$ cat src/rtl/divider_pkg.sv
// Shared definitions for the 16/8 unsigned sequential divider:
// operand widths, iteration count, divide-by-zero quotient and FSM states.
package divider_pkg;
    localparam int DIVIDEND_W = 16;
    localparam int DIVISOR_W  = 8;
    localparam int DIV_ITER   = 16;
    localparam int CNT_W      = $clog2(DIV_ITER);

    // Quotient reported when the divisor is zero (all ones, like hardware dividers usually do)
    localparam logic [DIVIDEND_W-1:0] DBZ_QUOT = 16'hFFFF;

    typedef enum logic [1:0] {
        IDLE,
        RUN,
        DONE
    } state_t;
endpackage

$ cat src/rtl/eight_bit_unsigned_sequential_divider_if.sv
// Handshake/data bundle between a controller (master) and the divider (slave).
interface eight_bit_unsigned_sequential_divider_if;
    import divider_pkg::*;

    logic                  start;
    logic [DIVIDEND_W-1:0] dividend;
    logic [DIVISOR_W-1:0]  divisor;
    logic                  busy;
    logic                  done;
    logic [DIVIDEND_W-1:0] quotient;
    logic [DIVISOR_W-1:0]  remainder;
    logic                  div_by_zero;
    logic                  q_ovf;

    modport master (
        output start, dividend, divisor,
        input  busy, done, quotient, remainder, div_by_zero, q_ovf
    );

    modport slave (
        input  start, dividend, divisor,
        output busy, done, quotient, remainder, div_by_zero, q_ovf
    );
endinterface

$ cat src/rtl/divider_step.sv
// One combinational restoring-division step: shift in the next dividend bit,
// subtract the divisor when it fits and emit the corresponding quotient bit.
module divider_step
    import divider_pkg::*;
(
    input  logic [DIVISOR_W-1:0] rem_i,
    input  logic                 bit_i,
    input  logic [DIVISOR_W-1:0] divisor_i,
    output logic [DIVISOR_W-1:0] rem_o,
    output logic                 qbit_o
);
    // Partial remainder needs one extra bit before the compare
    logic [DIVISOR_W:0] trial_rem;
    logic [DIVISOR_W:0] divisor_ext;

    assign trial_rem   = {rem_i, bit_i};
    assign divisor_ext = {1'b0, divisor_i};
    assign qbit_o      = (trial_rem >= divisor_ext);
    // After a successful subtract the result is below the divisor, so 8 bits suffice
    assign rem_o       = qbit_o ? DIVISOR_W'(trial_rem - divisor_ext)
                                : trial_rem[DIVISOR_W-1:0];
endmodule

$ cat src/rtl/eight_bit_unsigned_sequential_divider.sv
// 16-bit by 8-bit unsigned restoring divider, one quotient bit per clock.
// Optional quotient-overflow flag (quotient > 255) built when the macro
// DIVIDER_QUOT_OVF_EN is defined; otherwise q_ovf is tied low.
module eight_bit_unsigned_sequential_divider
    import divider_pkg::*;
(
    input  logic clk,
    input  logic reset,
    eight_bit_unsigned_sequential_divider_if.slave bus
);
    state_t                state_q;
    logic [CNT_W-1:0]      cnt_q;
    logic [DIVIDEND_W-1:0] work_q;      // dividend bits shift out, quotient bits shift in
    logic [DIVISOR_W-1:0]  rem_q;
    logic [DIVISOR_W-1:0]  dvsr_q;
    logic                  busy_q;
    logic                  done_q;
    logic [DIVIDEND_W-1:0] quot_q;
    logic [DIVISOR_W-1:0]  remo_q;
    logic                  dbz_q;

    logic [DIVISOR_W-1:0]  rem_d;
    logic                  qbit_d;
    logic [DIVIDEND_W-1:0] quot_d;
    logic                  last_step;

    divider_step u_step (
        .rem_i     (rem_q),
        .bit_i     (work_q[DIVIDEND_W-1]),
        .divisor_i (dvsr_q),
        .rem_o     (rem_d),
        .qbit_o    (qbit_d)
    );

    assign quot_d    = {work_q[DIVIDEND_W-2:0], qbit_d};
    assign last_step = (cnt_q == CNT_W'(DIV_ITER - 1));

`ifdef DIVIDER_QUOT_OVF_EN
    logic q_ovf_q;
`endif

    // FSM, iteration datapath and registered result outputs
    always_ff @(posedge clk) begin
        if (reset) begin
            state_q <= IDLE;
            cnt_q   <= '0;
            work_q  <= '0;
            rem_q   <= '0;
            dvsr_q  <= '0;
            busy_q  <= 1'b0;
            done_q  <= 1'b0;
            quot_q  <= '0;
            remo_q  <= '0;
            dbz_q   <= 1'b0;
`ifdef DIVIDER_QUOT_OVF_EN
            q_ovf_q <= 1'b0;
`endif
        end else begin
            done_q <= 1'b0;
            case (state_q)
                IDLE, DONE: begin
                    if (bus.start) begin
                        dvsr_q <= bus.divisor;
                        work_q <= bus.dividend;
                        rem_q  <= '0;
                        cnt_q  <= '0;
                        if (bus.divisor != '0) begin
                            state_q <= RUN;
                            busy_q  <= 1'b1;
                        end else begin
                            // Zero divisor: skip the iterations and report at once
                            state_q <= DONE;
                            done_q  <= 1'b1;
                            quot_q  <= DBZ_QUOT;
                            remo_q  <= bus.dividend[DIVISOR_W-1:0];
                            dbz_q   <= 1'b1;
`ifdef DIVIDER_QUOT_OVF_EN
                            q_ovf_q <= |DBZ_QUOT[DIVIDEND_W-1:DIVISOR_W];
`endif
                        end
                    end else if (state_q == DONE) begin
                        state_q <= IDLE;
                    end
                end
                RUN: begin
                    work_q <= quot_d;
                    rem_q  <= rem_d;
                    cnt_q  <= cnt_q + 1'b1;
                    if (last_step) begin
                        state_q <= DONE;
                        busy_q  <= 1'b0;
                        done_q  <= 1'b1;
                        quot_q  <= quot_d;
                        remo_q  <= rem_d;
                        dbz_q   <= 1'b0;
`ifdef DIVIDER_QUOT_OVF_EN
                        q_ovf_q <= |quot_d[DIVIDEND_W-1:DIVISOR_W];
`endif
                    end
                end
                default: begin
                    state_q <= IDLE;
                    busy_q  <= 1'b0;
                end
            endcase
        end
    end

    assign bus.busy        = busy_q;
    assign bus.done        = done_q;
    assign bus.quotient    = quot_q;
    assign bus.remainder   = remo_q;
    assign bus.div_by_zero = dbz_q;
`ifdef DIVIDER_QUOT_OVF_EN
    assign bus.q_ovf       = q_ovf_q;
`else
    assign bus.q_ovf       = 1'b0;
`endif
endmodule

$ cat src/flat_wrapper.sv
// flat-port wrapper written by rule: the top's interface ports become plain ports
module eight_bit_unsigned_sequential_divider_flat import divider_pkg::*;
  (clk, reset, bus_start, bus_dividend, bus_divisor, bus_busy, bus_done, bus_quotient, bus_remainder, bus_div_by_zero, bus_q_ovf);
  eight_bit_unsigned_sequential_divider_if bus_i ();
  input  logic clk;
  input  logic reset;
  input wire logic [$bits(bus_i.start)-1:0] bus_start;
  input wire logic [$bits(bus_i.dividend)-1:0] bus_dividend;
  input wire logic [$bits(bus_i.divisor)-1:0] bus_divisor;
  output wire logic [$bits(bus_i.busy)-1:0] bus_busy;
  output wire logic [$bits(bus_i.done)-1:0] bus_done;
  output wire logic [$bits(bus_i.quotient)-1:0] bus_quotient;
  output wire logic [$bits(bus_i.remainder)-1:0] bus_remainder;
  output wire logic [$bits(bus_i.div_by_zero)-1:0] bus_div_by_zero;
  output wire logic [$bits(bus_i.q_ovf)-1:0] bus_q_ovf;
  assign bus_i.start = bus_start;
  assign bus_i.dividend = bus_dividend;
  assign bus_i.divisor = bus_divisor;
  assign bus_busy = bus_i.busy;
  assign bus_done = bus_i.done;
  assign bus_quotient = bus_i.quotient;
  assign bus_remainder = bus_i.remainder;
  assign bus_div_by_zero = bus_i.div_by_zero;
  assign bus_q_ovf = bus_i.q_ovf;
  eight_bit_unsigned_sequential_divider u_core (.clk(clk), .reset(reset), .bus(bus_i));
endmodule
$ cat config.mk
export PLATFORM = sky130hd
export DESIGN_NAME = eight_bit_unsigned_sequential_divider_flat
export DESIGN_NICKNAME = d
export VERILOG_FILES = /design/src/rtl/divider_pkg.sv /design/src/rtl/eight_bit_unsigned_sequential_divider_if.sv /design/src/rtl/divider_step.sv /design/src/rtl/eight_bit_unsigned_sequential_divider.sv /design/src/flat_wrapper.sv
export SDC_FILE = /design/constraint.sdc
export NUM_CORES = 1
export LEC_CHECK = 0
export CORE_ASPECT_RATIO = 1.2
export CORE_MARGIN = 1
export CORE_UTILIZATION = 41
export DETAILED_ROUTE_END_ITERATION = 6
export GPL_ROUTABILITY_DRIVEN = 1
export HOLD_SLACK_MARGIN = 0.12
export PLACE_DENSITY = 0.67
export SETUP_SLACK_MARGIN = 0.05
export SYNTH_ARGS = -nofsm -noshare
export SYNTH_HDL_FRONTEND = slang
export SYNTH_SLANG_ARGS = --single-unit
$ cat constraint.sdc
create_clock -name clk -period 2.4 [get_ports clk]
set_clock_uncertainty 0.05 [all_clocks]
set_input_delay 0.48 -clock clk [delete_from_list [all_inputs] [get_ports clk]]
set_output_delay 0.48 -clock clk [all_outputs]
set_load 0.1 [all_outputs]
**Yosys cells after proc, flatten, opt, wreduce, memory -nomap -nowiden**

Cells that the tools add are included.

- Add/sub/neg operators: 2
- Magnitude comparators: 1
- Equality and inequality tests: 8
- Multiplexer cells: 31
- Reduce and logical (&&, ||, !) cells: 9

Operators with widths:

| kind | count |
|---|---|
| 2-to-1 mux 16 bit | 4 |
| one-hot mux 16 bit (2 select lines) | 2 |
| 2-to-1 mux 8 bit | 5 |
| one-hot mux 8 bit (2 select lines) | 2 |
| >= comparator 9 x 8 -> 1 bit | 1 |
| 2-to-1 mux 1 bit | 8 |
| 2-to-1 mux 2 bit | 4 |
| one-hot mux 4 bit (2 select lines) | 1 |
| nonzero test 8 bit | 1 |
| subtractor 8 bit | 1 |
| one-hot mux 1 bit (2 select lines) | 3 |
| AND reduction 2 bit | 3 |
| adder 4 x 1 -> 4 bit (second input constant) | 1 |
| equality test 4 bit (second input constant) | 1 |
| 2-to-1 mux 4 bit | 1 |
| != test 2 x 1 -> 1 bit (second input constant) | 2 |
| != test 2 bit (second input constant) | 2 |
| one-hot mux 2 bit (2 select lines) | 1 |
| AND reduction 4 bit | 1 |
| != test 3 x 2 -> 1 bit (second input constant) | 1 |
| AND reduction 3 bit | 1 |
| equality test 2 x 1 -> 1 bit (second input constant) | 1 |
| equality test 2 bit (second input constant) | 1 |
| zero test 2 bit | 1 |
| 2 further kinds | 2 |

- Bits in registers: 65
- Logic and storage cells: 61

**Logic depth before layout (Yosys ltp)**

Gate-level depths: netlist of the first run.

- Depth after elaboration: 4
- Depth in mapped cells: 9
- Mapped depth without buffers: 9

**Modules after synthesis**

Synthesis of the first run repeated with hierarchy kept, for this count alone.

- Cell total of the unflattened synthesis: 342
- Area, all modules: 3035.4 um^2

Modules (own cells, without submodules):

| module | instances | cells each | area each (um^2) |
|---|---|---|---|
| eight_bit_unsigned_sequential_divider | 1 | 276 | 2496.1 |
| divider_step | 1 | 66 | 539.3 |

**Worst setup path before layout of the first run**

OpenSTA, ideal clock, no wires.

- Path kind: reg-to-reg
- Start: register u_core.work_q[15]
- End: register u_core.remo_q[4], in the netlist u_core.bus.remainder[4]
- Library setup time: 0.061 ns
- Arrival time: 2.016 ns
- Data required time: 2.289 ns
- Path slack: 0.273 ns
- Stages on the path, launching flop included: 10
- Clock period less this slack: 2.127 ns
- Cells stage by stage: dfxtp_1 > inv_1 > ha_1 > fa_1 > nand2b_1 > a21oi_1 > xor2_1 > mux2i_1 > a2111oi_0 > a31o_1

- Word-level cells in the longest chain between the ends: 4
- Elaborated cells between the ends (all ways): 5
- Those cells by class: add/sub (1); order compare (1); mux (3)

RTL lines:

| item | line | text |
|---|---|---|
| start: declaration | eight_bit_unsigned_sequential_divider.sv:13 | `logic [DIVIDEND_W-1:0] work_q;` |
| start signal: assignment | eight_bit_unsigned_sequential_divider.sv:64 | `work_q <= bus.dividend;` |
| start signal: assignment | eight_bit_unsigned_sequential_divider.sv:86 | `work_q <= quot_d;` |
| subtractor 8 bit / >= comparator 9 x 8 -> 1 bit (equally long branches) | divider_step.sv:20, divider_step.sv:18 |  |
| 2-to-1 mux 8 bit * | divider_step.sv:20 | `assign rem_o = qbit_o ? DIVISOR_W'(trial_rem - divisor_ext)` |
| 2-to-1 mux 8 bit * | eight_bit_unsigned_sequential_divider.sv:89 | `if (last_step) begin` |
| one-hot mux 8 bit (2 select lines) * | eight_bit_unsigned_sequential_divider.sv:60 | `case (state_q)` |
| end signal: assignment | eight_bit_unsigned_sequential_divider.sv:75 | `remo_q <= bus.dividend[DIVISOR_W-1:0];` |
| end signal: assignment | eight_bit_unsigned_sequential_divider.sv:94 | `remo_q <= rem_d;` |
| end: declaration | eight_bit_unsigned_sequential_divider.sv:19 | `logic [DIVISOR_W-1:0] remo_q;` |

Mark *: on every way between the ends. The rest lies on a longest branch, timed or not. The select of a mux whose other input is x is not followed.
A chain may end at the register's enable or synchronous reset.

**Worst setup path after layout of the first run**

Ends and elaborated chain as after synthesis.

==> results of run 1 <==
[cell usage after synthesis, drive strengths merged, types with 2 or more instances]
master,number
dfxtp,65
nor2,58
nand2,57
a21oi,34
nor3,15
clkbuf,13
a211oi,12
buf,12
a311oi,11
inv,11
o21ai,10
ha,9
a22oi,8
nand3,6
nor2b,5
nor4,4
xnor2,4
nand2b,3
a2bb2oi,2
mux2i,2
o211ai,2
o22ai,2
o31a,2
o31ai,2
[flip-flops by register name (all words and copies together), names as in the netlist]
name / flops
u_core.bus.busy: 1
u_core.bus.div_by_zero: 1
u_core.work_q: 16
u_core.state_q: 2
u_core.bus.done: 1
u_core.bus.quotient: 16
u_core.bus.remainder: 8
u_core.rem_q: 8
u_core.cnt_q: 4
u_core.dvsr_q: 8
[power groups by stage]
stage,registers [W],clock network (W),logic (W)
finish,0.00122,0.00102,0.00101
floorplan,0.00143,0,0.000525
CTS,0.00122,0.00104,0.000970
detailed placement,0.00125,0,0.000967
global placement,0.00124,0,0.000954
global route,0.00123,0.00109,0.00110
[final timing paths]
path	endpoint	cells past startpoint	startpoint
min	u_core.dvsr_q[4]	2	u_core.dvsr_q[4]
max reg2reg	u_core.bus.remainder[4]	9	u_core.work_q[15]
min reg2reg	u_core.dvsr_q[4]	2	u_core.dvsr_q[4]
max	u_core.bus.remainder[4]	9	u_core.work_q[15]
[stage by stage]
step | total power (W) | cells | instance area, um^2 | hold WS (ns)
after floorplan | 0.00196 | 367 | 2950 | 0.386
after global placement | 0.00220 | 502 | 3550 | 0.394
after detailed placement | 0.00221 | 502 | 3550 | 0.399
after CTS | 0.00323 | 518 | 3770 | 0.409
after global routing | 0.00343 | 520 | 3800 | 0.437
final | 0.00325 | 520 | 3800 | 0.407
[kinds of logic after synthesis]
logic type / Yosys count / synth area share, %
compound gates: 93 / 21.0
xor+xnor: 5 / 1.48
fa+ha+maj: 10 / 4.50
buf+inv: 36 / 5.43
flops: 65 / 44.1
mux: 3 / 1.19
other cells: 1 / 0.127
simple gates: 154 / 22.1
[per-layer routing]
layer / vias up / track usage [%] / share of wire (%)
met2: 58 / 36.9 / 49
met5: - / 0 / 0
met3: 8 / 4.73 / 3.6
met4: 0 / 8.18 / 1.5
met1: 1279 / 26.7 / 45
li1: 1406 / - / -
[tightest hold or removal path: cells and delay by family (launching register included)]
family             cells  cell delay [ns]
and+or+nand+nor        1             0.05
DFF                    1             0.31
AOI/OAI and AO/OA      1             0.05
[cell type report]
| type | count | area [um^2] | area share [%] |
|---|---|---|---|
| multi-input cells | 266 | 1510 | 39.7 |
| clock buffers | 9 | 124 | 3.26 |
| repair buffers | 75 | 623 | 16.4 |
| clock inverters | 7 | 95.1 | 2.50 |
| flip-flops and latches | 65 | 1300 | 34.2 |
| well taps | 87 | 109 | 2.86 |
| inverters | 11 | 41.3 | 1.09 |
[repair_timing]
item | in CTS | in global routing
setup buffers | 0 | 2
endpoints found under the setup margin | 1 | 8
gates resized for setup | 1 | 5
==> results.md, run 1 <==
Global route:
- The all-layer global routing usage is 21.7%.
- The number of antenna violations at the first check in global routing was 0.
- Summed over all layers, the global routing overflow is 0.
- Entering global routing, the biggest net connects 29 pins.
- The number of global-route vias before repair came to 2623.
- The wire length of the first global-routing pass is 12500 um.

STA:
- The worst path uses 93.7% of the clock period.
- The count of final hold-check violations is 0.
- The routed design could run at a clock period as short as 2.25 ns.
- The count of final max-slew check failures is 0.
- The final worst slack is 0.152 ns.
- For the final routed database, the setup TNS stands at 0 ns.
- Setup repair after global routing could not meet its margin everywhere.
- The fmax is 0.445 GHz.
- The setup violation total in the final timing report is 0.

CTS:
- The number of CTS-inserted buffers is 9.
- The quantity of hold-fixing buffers added after cts is 0.
- TritonCTS built the clock tree.
- The later pin in the worst-skew pair is clocked with a latency of 0.35 ns.
- The clock root buffer master is sky130_fd_sc_hd__clkbuf_8.
- The count of H-tree levels built during CTS is 3.
- The clock net sink count is 65.
- Clock-pin slew was measured on the worst setup and hold paths at 0.08 ns.
- In this run the deepest clock path goes through 2 buffers.

Yosys:
- The synthesized cell area is 2950 um^2.
- Counting flops with a built-in enable in the synthesized netlist gives 0.
- The distinct cell type count of the synthesized netlist is 47.
- The post-synth net total is 404.
- After synthesis, the share of flip-flops with an asynchronous set or reset is 0%.
- In this run, synthesis produced a sequential element count of 65.
- Yosys attributes the largest share of cell area to sky130_fd_sc_hd__dfxtp_1 (44%), sky130_fd_sc_hd__nor2_1 (7.4%), sky130_fd_sc_hd__nand2_1 (7.3%).
- For this run, the register share of the synthesized area comes to 44.1%.
- The dominant synthesized flop cell is sky130_fd_sc_hd__dfxtp_1.
- The area share of the leading cell type in the synthesized netlist is 44.1%.
- Yosys printed 0 warnings.
- The mean instance size in the synthesized netlist is 8.04 um^2.
- Of all cell types, the one taking the most synthesized area is sky130_fd_sc_hd__dfxtp_1.
- The number of standard cells after synthesis is 367.

Final layout:
- The number of antenna diodes in the final layout is 0.
- The share of final-layout standard cells stronger than drive strength 1 is 17.6%.
- Fill cells in the final layout number 655.
- The final design utilization is 55.2%.
- The most common cell after layout, fill and taps aside is sky130_fd_sc_hd__dfxtp_1.
- From synthesis to final layout, the design area changed by 29.0%.
- The layout net count is 465.
- In the layout the commonest cells are sky130_fd_sc_hd__dfxtp_1 (64), sky130_fd_sc_hd__nor2_1 (58), sky130_fd_sc_hd__nand2_1 (57), sky130_fd_sc_hd__buf_4 (49), sky130_fd_sc_hd__a21oi_1 (33).

Power and ir drop:
- For this design the total switching power over the nets is 0.00112 W.
- The clock network accounts for 31.5% of the total power.
- Combinational logic is responsible for 30.9% of the overall power.
- The worst voltage drop across the vdd grid is 0.000414 V.
- The sequential share of power is 37.6%.
- Cell internal power was estimated by the tool at 0.00213 W.
- The analysis attributes to cell leakage a power of 1.51 nW.
- In this run switching power makes up 34.6% of total power.
- In this run the power density over the cells is 854 nW/um^2.

Placed design:
- The weighted congestion at the end of routability-driven global placement is 0.802.
- The number of buffers inserted by port buffering is 53.
- The worst slack after detailed placement is -0.0216 ns.
- The wire-length estimate of the detail-placed layout is 5450 um.

Critical path:
- The critical path's slowest cell is sky130_fd_sc_hd__a2111oi_1.
- The number of buffers and inverters on the critical path is 1.
- The kind of critical path is reg2reg.
- Walking the worst path, the cells encountered are inv_1 > ha_1 > fa_2 > nand2b_1 > a21oi_1 > xor2_1 > mux2i_1 > a2111oi_1 > a31o_1.
- STA classifies the critical path endpoint as a register.
- At the worst endpoint, the required time is 2.64 ns.
- The register-to-register path setup slack is 0.15 ns.
- The top fanout value on the critical path is 3.
- At the worst endpoint, the arrival time is 2.49 ns.
- The top cell family by delay on the critical path is compound AO/OA/AOI/OAI gates.
- In this design, the stage delay of the slowest critical-path cell is 0.40 ns.
- STA classifies the critical path startpoint as a register.

Floorplan:
- The die footprint is 7540 um^2.
- The row count is 33.
- The horizontal die dimension is 79.4 um.
- The initial utilization of the core area, before any placement, comes to 42.8%.
- The total I/O pin count is 55.
- From bottom edge to top edge, the die measures 94.9 um.
- The total core area is 6900 um^2.

Route:
- The mean routed wirelength per cell is 14.7 um.
- The number of DRC markers after the initial detailed-route iteration is 147.
- After detailed routing, the number of vias per cell comes to 5.29.
- The first detailed-routing pass took 4 iterations.
- In the routed design, unresolved DRC markers number 0.
- The final route contains 2751 vias.
- The final layout contains routed wiring with a total length of 7620 um.
- The number of nets with antenna violations after detailed routing is 0.

Hold path:
- The path class of the tightest hold or removal check is reg2reg.

Status:
- The run finished with clean final reports.

Run:
- The tool flagged a number of max-cap violations equal to 0.
Power figures use the tool's default switching activity.
==> run 2, diff against run 1 <==
Settings changed: CAP_MARGIN set to 10.
==> results of run 2 <==
Final layout, timing and power as in run 1 (identical DEF).
==> run 3, diff against run 2 <==
Settings changed: CAP_MARGIN 10 to 20, PLACE_DENSITY 0.67 to 0.7.
Clock period 2.4 ns to 2 ns, I/O delays scaled along.
==> run 3 against run 2 <==
  * Die area unchanged
  * Routed wire length increased by 17%
  * Maximum frequency increased by 0.75%
  * Critical endpoint unchanged
  * Combinational power increased by 70%
  * Flip-flop and latch count unchanged
  * Global-route usage increased by 1.2 points
  * Total power increased by 33%
  * Count of clock-buffer cells in the layout increased by 1
  * The flow now finishes with violations (negative setup slack)
  * Core utilization increased by 9.0 points
  * Largest cell class unchanged
  * Via count increased by 10%
==> results.md, run 3 (synthesis gave the netlist of run 1 again) <==
Route:
- The routed design has 8880 um of wire.
- Using the TritonRoute via totals, the vias-per-cell ratio works out to 5.43.
- The length of the first detailed-routing pass in iterations is 5.
- The routed layout has 3033 vias.
- The number of DRC markers after the initial detailed-route iteration is 161.
- Once detail routing completed, the nets flagged for antenna violations numbered 0.
- The number of remaining DRC errors is 0.
- The mean routed wirelength per cell is 15.9 um.

Critical path:
- The cell family contributing the most delay on the critical path is compound AO/OA/AOI/OAI gates.
- The arrival time at the worst endpoint is 2.48 ns.
- The data required time at the worst endpoint is 2.25 ns.
- Of all nets on the critical path, the largest fanout is 2.
- The critical path's slowest cell is sky130_fd_sc_hd__a2111oi_2.
- The maximum single-stage delay on the critical path is 0.39 ns.
- The number of buffers and inverters on the critical path is 2.
- The worst setup path is of the reg2reg kind.
- The signal on the critical path passes through inv_2 > ha_4 > fa_2 > nand2b_4 > a21oi_2 > xor2_1 > mux2i_2 > a2111oi_2 > buf_4 > a31o_1.
- The register-to-register path setup slack is -0.23 ns.
- The worst setup path is launched from a register.
- STA classifies the critical path endpoint as a register.

Final layout:
- Fill cells in the final layout number 568.
- The post-route netlist has 34.7% of its cells at a drive strength greater than 1.
- The post-synthesis to final-layout area growth is 50.1%.
- Cells fill 64.2% of the core in the end.
- The layout net count is 504.
- In the layout the commonest cells are sky130_fd_sc_hd__buf_4 (82), sky130_fd_sc_hd__nor2_1 (57), sky130_fd_sc_hd__dfxtp_1 (56), sky130_fd_sc_hd__nand2_1 (55), sky130_fd_sc_hd__a21oi_1 (28).
- The most common cell after layout, fill and taps aside is sky130_fd_sc_hd__buf_4.
- The antenna diode count is 0.

Power and ir drop:
- The power density over cell area is 977 nW/um^2.
- For this design the static power due to leakage is 1.79 nW.
- VDD sags by at most 0.000863 V.

CTS:
- CTS placed an instance of sky130_fd_sc_hd__clkbuf_8 at the clock tree root.
- Clock latency on the worst-skew pair, taken at its later pin, is 0.35 ns.
- No sink is reached through more buffers than the 2 on the longest clock path.
- Counting every sink on the clock net gives 65.
- The count of H-tree levels built during CTS is 3.
- The number of CTS-inserted buffers is 9.
- The clock transition at the registers of the reported paths is 0.07 ns.
- The TritonCTS clock tree is done.

Global route:
- The wire length of the first global-routing pass is 12900 um.
- The pin count of the biggest net entering global routing is 28.
- The number of antenna violations at the first check in global routing is 0.
- Global routing used 22.9% of the available tracks.
- Summed over all layers, the global routing overflow is 0.
- The number of global-route vias before repair is 2751.

Placed design:
- OpenSTA, run right after detailed placement, puts the worst setup slack at -0.412 ns.
- Buffers placed on the I/O ports in this run total 53.
- The wire-length estimate of the detail-placed layout is 5720 um.
- The weighted congestion at the end of routability-driven global placement is 0.861.

STA:
- The fmax is 0.448 GHz.
- The final-layout worst hold slack is 0.311 ns.
- The sum of negative setup slack is -0.384 ns.
- The worst path uses 112% of the clock period.
- Setup repair after global routing could not meet its margin everywhere.
- The pin slew with the least headroom to its limit is 0.583 ns.
- Setup violations remaining at the end of the flow were counted as 5.
- The count of final hold-check violations is 0.
- The final worst slack is -0.231 ns.
- The max-slew headroom at the worst pin is 61.1%.
- The smallest clock period supported by the final layout is computed as 2.23 ns.
- The count of final max-slew check failures is 0.

Floorplan:
- Row generation in the floorplan step produced 33 rows.
- The die footprint is 7540 um^2.
- The vertical extent of the die is 94.9 um.
- The total core area is 6900 um^2.
- 55 I/O pins were placed.
- The die is 79.4 um wide.
- The initial core utilization is 42.8%.

Status:
- The checks that failed: negative setup slack.
- The flow ran to the end, but the final reports show violations.

Run:
- The number of max-cap violations is 0.

Hold path:
- The path class of the tightest hold or removal check is in2reg.
## run 3: cell count changes in the layout (fill, tap and decap cells not counted), moves of 4 or more
cell and delta:
sky130_fd_sc_hd__ha_1 -8, sky130_fd_sc_hd__dfxtp_2 +7, sky130_fd_sc_hd__o21ai_0 -5, sky130_fd_sc_hd__o21ai_2 +4, sky130_fd_sc_hd__dfxtp_1 -8, sky130_fd_sc_hd__buf_6 +5
sky130_fd_sc_hd__a21oi_1 -5, sky130_fd_sc_hd__buf_4 +33, sky130_fd_sc_hd__ha_4 +7
## run 3: path summary, 6_finish.rpt
| check | cells after the start | to | start |
|---|---|---|---|
| min reg2reg | 2 | u_core.dvsr_q[4] | u_core.dvsr_q[4] |
| min | 3 | u_core.dvsr_q[4] | bus_divisor[4] |
| max | 10 | u_core.bus.remainder[4] | u_core.work_q[15] |
| max reg2reg | 10 | u_core.bus.remainder[4] | u_core.work_q[15] |
## run 3: per-stage QoR
| stage | instance area [um^2] | std cells | power, W |
|---|---|---|---|
| after floorplan | 3020 | 367 | 0.00239 |
| after global placement | 3810 | 527 | 0.00275 |
| after detailed placement | 3810 | 527 | 0.00277 |
| after CTS | 4100 | 547 | 0.00400 |
| after global routing | 4430 | 559 | 0.00454 |
| final | 4430 | 559 | 0.00432 |
## run 3: area by class of cell
type                            instances  area (um^2)  area share (%)
Multi-Input combinational cell        266         1830            41.2
Sequential cell                        65         1320            29.7
Timing Repair Buffer                  114          940            21.2
Clock buffer                           10          128            2.88
Tap cell                               87          109            2.46
Clock inverter                          6         67.6            1.53
Inverter                               11         41.3           0.933
## run 3: what timing repair did
item                                    in CTS  in global routing
gates cloned                                 0                  2
resized for setup                           16                 56
endpoints found under the setup margin      22                 32
hold buffers                                 0                  0
buffers inserted                             4                 10
pin swaps                                    5                 31
## run 3: worst reg2reg max path, stage by stage (launching register included)
cell	delay, ns
sky130_fd_sc_hd__dfxtp_2	0.35
sky130_fd_sc_hd__inv_2	0.06
sky130_fd_sc_hd__ha_4	0.16
sky130_fd_sc_hd__fa_2	0.34
sky130_fd_sc_hd__nand2b_4	0.16
sky130_fd_sc_hd__a21oi_2	0.13
sky130_fd_sc_hd__xor2_1	0.18
sky130_fd_sc_hd__mux2i_2	0.11
sky130_fd_sc_hd__a2111oi_2	0.39
sky130_fd_sc_hd__buf_4	0.17
sky130_fd_sc_hd__a31o_1	0.08
## run 3: power breakdown
group          internal [W]  switching, W  leakage (nW)  total (W)
Combinational      0.000762      0.000957          1.16    0.00172
Clock              0.000580      0.000550        0.0929    0.00113
Sequential          0.00140     0.0000785         0.536    0.00148
Total               0.00274       0.00158          1.79    0.00432
## run 3: per-layer routing
layer,GRT usage [%],wire length [um],vias to the layer above
met5,0,0,-
met4,12.0,214,0
met3,4.54,497,15
met2,40.4,4590,103
met1,25.8,3580,1435
li1,-,-,1480
